[src/rtl/fifo_serializer.sv]
// Purpose : pops IN_WIDTH-bit words from a pop-style FIFO and emits each as RATIO OUT_WIDTH-bit beats.
// Latency : FIFO non-empty in IDLE at cycle t -> pop at t, first beat valid at t+1; back-to-back reload, no bubble.
// Backpr. : ready_i low holds the current beat stable with valid_o high; no pop happens until the last beat is taken.
//
// Ports:
//   clk_i, rst_i        clock, synchronous active-high reset
//   flush_i             discard held word, return to IDLE (priority below reset only)
//   fifo_empty_i        upstream FIFO empty flag
//   fifo_data_i         upstream FIFO head word
//   fifo_pop_o          pop strobe to the FIFO (combinational)
//   valid_o / ready_i   output beat handshake
//   data_o              current beat
//   last_o              current beat is the final beat of its word
//
// Build option: define FIFO_SERIALIZER_MSB_FIRST_EN to emit the most-significant
// slice first; default build emits the least-significant slice first.

module fifo_serializer #(
    parameter int IN_WIDTH  = 32,
    parameter int OUT_WIDTH = 8,
    parameter int RATIO     = IN_WIDTH / OUT_WIDTH,
    parameter int CNT_WIDTH = $clog2(RATIO)
) (
    input  logic                 clk_i,
    input  logic                 rst_i,
    input  logic                 flush_i,
    input  logic                 fifo_empty_i,
    input  logic [IN_WIDTH-1:0]  fifo_data_i,
    output logic                 fifo_pop_o,
    output logic                 valid_o,
    input  logic                 ready_i,
    output logic [OUT_WIDTH-1:0] data_o,
    output logic                 last_o
);

    if ((IN_WIDTH % OUT_WIDTH) != 0) begin : g_err_div
        $error("fifo_serializer: IN_WIDTH must be a multiple of OUT_WIDTH");
    end
    if (RATIO < 2) begin : g_err_ratio
        $error("fifo_serializer: RATIO must be at least 2");
    end

    typedef enum logic [0:0] {
        S_IDLE = 1'b0,
        S_SEND = 1'b1
    } state_t;

    state_t                 r_state;
    logic                   r_valid;
    logic [IN_WIDTH-1:0]    r_word;
    logic [CNT_WIDTH-1:0]   r_cnt;

    logic                   w_last;
    logic                   w_hs;
    logic                   w_pop;
    logic [OUT_WIDTH-1:0]   w_beat;

    // last_o is qualified by state so it reads 0 whenever no beat is presented.
    assign w_last = (r_state == S_SEND) && (r_cnt == CNT_WIDTH'(RATIO - 1));
    assign w_hs   = r_valid && ready_i;

    // Pop either to start from IDLE or to reload on the last-beat handshake,
    // which is what gives the bubble-free drain. Reset and flush veto it.
    assign w_pop  = !rst_i && !flush_i && !fifo_empty_i &&
                    ((r_state == S_IDLE) || (w_hs && w_last));

    // Beat select as a mux over constant slices keeps every part-select static.
    always_comb begin
        w_beat = '0;
        for (int i = 0; i < RATIO; i++) begin
            if (r_cnt == CNT_WIDTH'(i)) begin
`ifdef FIFO_SERIALIZER_MSB_FIRST_EN
                w_beat = r_word[IN_WIDTH-1-i*OUT_WIDTH -: OUT_WIDTH];
`else
                w_beat = r_word[i*OUT_WIDTH +: OUT_WIDTH];
`endif
            end
        end
    end

    always_ff @(posedge clk_i) begin
        if (rst_i) begin
            r_state <= S_IDLE;
            r_valid <= 1'b0;
            r_word  <= '0;
            r_cnt   <= '0;
        end else if (flush_i) begin
            // A beat handshaked this cycle is already delivered; the rest of
            // the word is dropped.
            r_state <= S_IDLE;
            r_valid <= 1'b0;
            r_cnt   <= '0;
        end else begin
            case (r_state)
                S_IDLE: begin
                    if (w_pop) begin
                        r_word  <= fifo_data_i;
                        r_cnt   <= '0;
                        r_state <= S_SEND;
                        r_valid <= 1'b1;
                    end
                end
                S_SEND: begin
                    if (w_hs) begin
                        if (!w_last) begin
                            r_cnt <= r_cnt + CNT_WIDTH'(1);
                        end else if (w_pop) begin
                            r_word <= fifo_data_i;
                            r_cnt  <= '0;
                        end else begin
                            r_state <= S_IDLE;
                            r_valid <= 1'b0;
                        end
                    end
                end
                default: begin
                    r_state <= S_IDLE;
                    r_valid <= 1'b0;
                    r_cnt   <= '0;
                end
            endcase
        end
    end

    assign fifo_pop_o = w_pop;
    assign valid_o    = r_valid;
    assign data_o     = w_beat;
    assign last_o     = w_last;

endmodule

[config.mk]
export PLATFORM = sky130hd
export DESIGN_NAME = fifo_serializer
export DESIGN_NICKNAME = d
export VERILOG_FILES = /design/src/rtl/fifo_serializer.sv
export SDC_FILE = /design/constraint.sdc
export NUM_CORES = 1
export LEC_CHECK = 0
export BUFFER_PORTS_ARGS = -buffer_cell sky130_fd_sc_hd__buf_2
export CORE_ASPECT_RATIO = 0.9
export CORE_MARGIN = 10
export CORE_UTILIZATION = 25
export DETAILED_ROUTE_END_ITERATION = 16
export HOLD_SLACK_MARGIN = 0.02
export PLACE_DENSITY = 0.53
export SETUP_SLACK_MARGIN = 0.02
export SYNTH_ARGS = -nofsm -noshare
export SYNTH_HDL_FRONTEND = slang
export SYNTH_SLANG_ARGS = --single-unit
[constraint.sdc]
create_clock -name clk_i -period 2.1 [get_ports clk_i]
set_input_delay 0.21 -clock clk_i [delete_from_list [all_inputs] [get_ports clk_i]]
set_output_delay 0.21 -clock clk_i [all_outputs]
set_load 0.02 [all_outputs]
==> run summary, run 1 <==
outcome = complete, no violations
setup TNS = 0 ps
vias in the first global route = 2208
post-route cell area = 3100 sq um
Pins Over Slew Limit = 0
top cells by area, synth = dfxtp_1 27%, a311o_1 12%, and4_1 11%
via count = 2285
WL met3 = 338 microns
Remaining DRCs = 0
Buffers on Ports = 47
Clock Skew = 5.71 ps
First DRT Iteration DRCs = 184
clk buf depth = 2
crit-path max FO = 16
num rows = 35
final setup vio count = 0
PD cells = 605 nW/um^2
Placed Area = 2930 sq um
fraction of layout cells with a size suffix above 1 = 31.7%
dpl ws = 386 ps
CTS Sinks = 36
initial antenna violation count = 0
Worst Hold Class = input pin to flop
clk slew on worst S/H paths = 60 ps
drt pass-1 iters = 4
commonest non-fill, non-tap cell in the layout = buf_2
die area = 15100 sq um
Top Metal Used = met4
Max-Cap Viols = 0
gr usage total = 9.92%
Area Growth Syn to Fin = 17.5%
fraction of registers with async set/reset = 0%
#FFs+latches synth = 36
met2 routed WL = 3.49 mm
CTS Hold Buffers Added = 0
Peak VDD IR = 0.420 mV
H-tree levels = 2
post-synth top area share = 27.3%
syn_nets = 319
Net Switching = 0.488 mW
GR Overflow Total = 0
worst hold path depth = 2
sw frac = 26.0%
gpl congestion = 0.753
Comb power frac = 14.1%
Final Hold Viols = 0
met1 wire length = 3.56 mm
diode count = 0
Pint = 1.39 mW
critical path type = flop to output pin
setup ws final = 236 ps
# IOs = 48
normalized max-slew margin = 64.1%
root buffer cell = clkbuf_16
Max Fclk = 0.537 GHz
Worst EP arrival = 1650 ps
element type at the critical path start = flop
Worst-Skew Late Latency = 280 ps
post-synthesis sequential area ratio = 27.3%
CTS buffer count = 5
R2R cell count = 5
initial core utilization = 25.7%
period utilization = 88.7%
Post-synth top flop = dfxtp_1
Worst-Margin Slew = 538 ps
Flop pwr share = 40.4%
total routed wirelength = 7.43 mm
die width = 128 microns
clock share of power = 45.5%
hpwl dp = 5.25 mm
largest net degree at the start of global routing = 66
Pleak = 1.18 nW
TritonCTS clock tree = done
first-pass GRT wire length = 12.4 mm
most frequent cells in the layout = 47 x buf_2, 43 x inv_1, 35 x dfxtp_1
Post-synth EDFFs = 0
nets = 346
yosys warns = 0
RSZ-0062 raised after global routing = no
cells after synthesis = 278
final critical-path required period = 1860 ps
Synth area leader = dfxtp_1
Core Box Area = 10300 sq um
Die Y = 117 microns
Yosys cell types = 33
Critical Path End Type = output pin
Req. time, crit path = 1890 ps
average size of a mapped cell = 9.50 sq um
DRT antenna net count = 0
DR WL/cell = 17.1 microns
synthesized area = 2640 sq um
vias per std cell = 5.25
Setup Fix Bufs, Post-CTS = 0
## critical path, stage by stage, from the launching register on
cell	delay, ps
dfxtp_1	380
inv_1	100
ha_2	290
a21oi_1	160
o21ai_0	100
a22o_1	190
buf_2	160
## state kept, by name, indices dropped and copies added (netlist names)
signal   flops
r_word      32
r_cnt        2
r_state      1
valid_o      1
## worst paths after layout
kind	startpoint	to	slack, ps
setup / recovery	r_cnt[0]	data_o[3]	240
hold reg to reg	r_word[21]	r_word[21]	520
setup reg to reg	r_cnt[0]	r_word[28]	390
hold / removal	flush_i	valid_o	150
## layer usage
metal  up-vias  GRT usage (%)
met5         -              0
li1       1141              -
met1      1099           13.5
met4         0           2.53
met3         4           3.06
met2        41           14.6
## final cells by class
class	instances	area, sq um
Inverter	44	165
Tap cell	129	161
Timing Repair Buffer	58	355
Clock inverter	3	42.5
Sequential cell	36	722
Fill cell	1097	7190
Clock buffer	5	125
Multi-Input combinational cell	160	1530
## cell usage after synthesis, types with 2 or more instances
library cell and n:
buf_6 5, clkbuf_1 19, buf_2 9, buf_12 2, a2111oi_0 8, and4_1 32
o21ai_0 10, inv_1 43, a2111oi_2 18, nand2_1 10, nor2_1 3, a22o_1 8
a2111oi_4 7, a311o_1 32, dfxtp_1 36, a21oi_1 16, ha_1 4
## power by group through the flow
stage                     clock [mW]  sequential, mW  combinational [mW]
final                          0.854           0.758               0.265
after global routing           0.908           0.764               0.294
after CTS                      0.876           0.758               0.269
after detailed placement           0           0.773               0.268
after global placement             0           0.772               0.266
after floorplan                    0           0.754               0.199
## kinds of logic (layout without fill, tap and decap cells)
kind of cell	count (synthesis)	in the layout	share of synthesized area, %
AOI/OAI and AO/OA	104	104	41.3
adders and majority gates	4	4	1.90
buffers and inverters	82	110	15.3
DFF	36	36	27.3
and+or+nand+nor	52	52	14.2
## timing repair
| action | CTS | global route |
|---|---|---|
| endpoints found under the hold margin | 0 | 0 |
| endpoints found under the setup margin | 0 | 8 |
| resized for setup | 0 | 2 |
## through the flow
step / total power [mW] / hold WS (ps) / util, % / cells
floorplan: 0.954 / 287 / - / 278
global placement: 1.04 / 436 / 28.5 / 427
detailed placement: 1.04 / 445 / 28.5 / 427
CTS: 1.90 / 145 / 30.1 / 435
global route: 1.97 / 161 / 30.2 / 435
finish: 1.88 / 150 / 30.2 / 435
Power figures use the tool's default switching activity.
==> run 2, diff against run 1 <==
--- a/config.mk
+++ b/config.mk
@@ -6,12 +6,15 @@
 export NUM_CORES = 1
 export LEC_CHECK = 0
 export BUFFER_PORTS_ARGS = -buffer_cell sky130_fd_sc_hd__buf_2
+export CELL_PAD_IN_SITES_DETAIL_PLACEMENT = 0
+export CELL_PAD_IN_SITES_GLOBAL_PLACEMENT = 1
 export CORE_ASPECT_RATIO = 0.9
 export CORE_MARGIN = 10
-export CORE_UTILIZATION = 25
+export CORE_UTILIZATION = 41
+export CTS_CLUSTER_SIZE = 12
 export DETAILED_ROUTE_END_ITERATION = 16
 export HOLD_SLACK_MARGIN = 0.02
-export PLACE_DENSITY = 0.53
+export PLACE_DENSITY = 0.88
 export SETUP_SLACK_MARGIN = 0.02
 export SYNTH_ARGS = -nofsm -noshare
 export SYNTH_HDL_FRONTEND = slang
==> run summary, run 2 (synthesis results as in run 1) <==
outcome = complete, no violations
Final Hold Viols = 0 (unchanged)
vias in the first global route = 2136 (-3.3%)
total routed wirelength = 6.79 mm (-8.7%)
root buffer cell = clkbuf_8
PD cells = 516 nW/um^2 (-15%)
First DRT Iteration DRCs = 117 (-36%)
commonest non-fill, non-tap cell in the layout = buf_2
# IOs = 48 (unchanged)
Placed Area = 2880 sq um (-1.6%)
DR WL/cell = 17.3 microns (+1.3%)
initial core utilization = 42.7% (+17 points)
Peak VDD IR = 0.350 mV (-16%)
Critical Path End Type = output pin
setup slack, reg-to-reg = 280 ps (-110 ps)
die area = 10100 sq um (-33%)
fraction of layout cells with a size suffix above 1 = 31.1% (-0.55 points)
Req. time, crit path = 1890 ps (about the same)
R2R cell count = 5 (unchanged)
clk buf depth = 2 (unchanged)
post-route cell area = 2980 sq um (-3.9%)
die width = 105 microns (-18%)
gpl congestion = 0.759 (+0.78%)
diode count = 0 (unchanged)
GR Overflow Total = 0 (unchanged)
CTS buffer count = 5 (unchanged)
gr usage total = 13.1% (+3.2 points)
Area Growth Syn to Fin = 12.9%
crit-path max FO = 7 (-9)
Pleak = 1.14 nW (-3.0%)
H-tree levels = 2 (unchanged)
TritonCTS clock tree = done
Core Box Area = 6180 sq um (-40%)
drt pass-1 iters = 4 (unchanged)
Buffers on Ports = 47 (unchanged)
Worst EP arrival = 1730 ps (+80 ps)
CTS Sinks = 36 (unchanged)
hold slack = 142 ps (-8.63 ps)
fill count = 596 (-46%)
final setup vio count = 0 (unchanged)
hpwl dp = 4.67 mm (-11%)
initial antenna violation count = 0 (unchanged)
final critical-path required period = 1940 ps (+73.3 ps)
worst hold path depth = 2 (unchanged)
Clock Skew = 7.57 ps (+1.85 ps)
nets = 345 (-0.29%)
Remaining DRCs = 0 (unchanged)
element type at the critical path start = flop
clk slew on worst S/H paths = 70 ps (about the same)
vias per std cell = 5.82 (+11%)
max FFs per register = 32 (unchanged)
normalized max-slew margin = 57.9% (-6.2 points)
via count = 2283 (-0.088%)
Worst Hold Class = input pin to flop
RSZ-0062 raised after global routing = no
Top Registers = r_word: 32 flops, r_cnt: 2 flops
Max Fclk = 0.516 GHz (-3.8%)
Worst-Skew Late Latency = 290 ps (about the same)
most frequent cells in the layout = 47 x buf_2, 43 x inv_1, 35 x dfxtp_1
Max-Cap Viols = 0 (unchanged)
setup TNS = 0 ps (unchanged)
DRT antenna net count = 0 (unchanged)
Die Y = 96.1 microns (-18%)
Largest Register = r_word
period utilization = 92.2% (+3.5 points)
first-pass GRT wire length = 11.1 mm (-10%)
critical path type = flop to output pin
largest net degree at the start of global routing = 63 (-4.5%)
Pins Over Slew Limit = 0 (unchanged)
Worst-Margin Slew = 616 ps (+77.5 ps)
num rows = 27 (-23%)
## run 2: routing by layer
metal	up-vias	share of wire, %	global-route usage (%)
met5	-	0	0
met4	0	0.65	2.40
met2	57	46	21.0
met1	1083	49	17.9
li1	1138	-	-
met3	5	4.7	2.81
## run 2: where the power goes
part           switching, mW  total, mW  internal (mW)
Clock                  0.251      0.518          0.267
Sequential            0.0365      0.756          0.720
Combinational          0.154      0.266          0.112
## run 2: timing repair
action / in CTS / in global routing
buffers inserted: 0 / 0
setup endpoints to repair: 0 / 8
resized for setup: 0 / 2
hold buffers: 0 / 0
## run 2: final cells by class
cell class	count	area [sq um]	area share, %
Inverter	44	165	5.54
Sequential cell	36	722	24.2
Tap cell	87	109	3.65
Timing Repair Buffer	57	360	12.1
Multi-Input combinational cell	160	1530	51.4
Clock buffer	7	86.3	2.90
Clock inverter	1	7.51	0.252
## run 2: final timing paths
kind | startpoint | to
worst max-delay path | r_cnt[1] | fifo_pop_o
worst min-delay path | flush_i | valid_o
worst max register to register | r_cnt[1] | r_word[29]
worst min register to register | r_word[20] | r_word[20]
## run 2: critical path: stages (launching register included)
cell	delay, ps
dfxtp_1	410
ha_1	240
nand3_2	190
a2111oi_2	390
buf_2	220
## run 2: stage by stage
stage | power [mW] | setup slack, ps | cells | utilization (%)
global placement | 1.03 | 383 | 384 | 46.6
finish | 1.54 | 163 | 392 | 48.2
floorplan | 0.954 | 263 | 278 | -
global route | 1.60 | 34.7 | 392 | 48.2
CTS | 1.54 | 83.0 | 392 | 48.1
detailed placement | 1.04 | 334 | 384 | 46.6
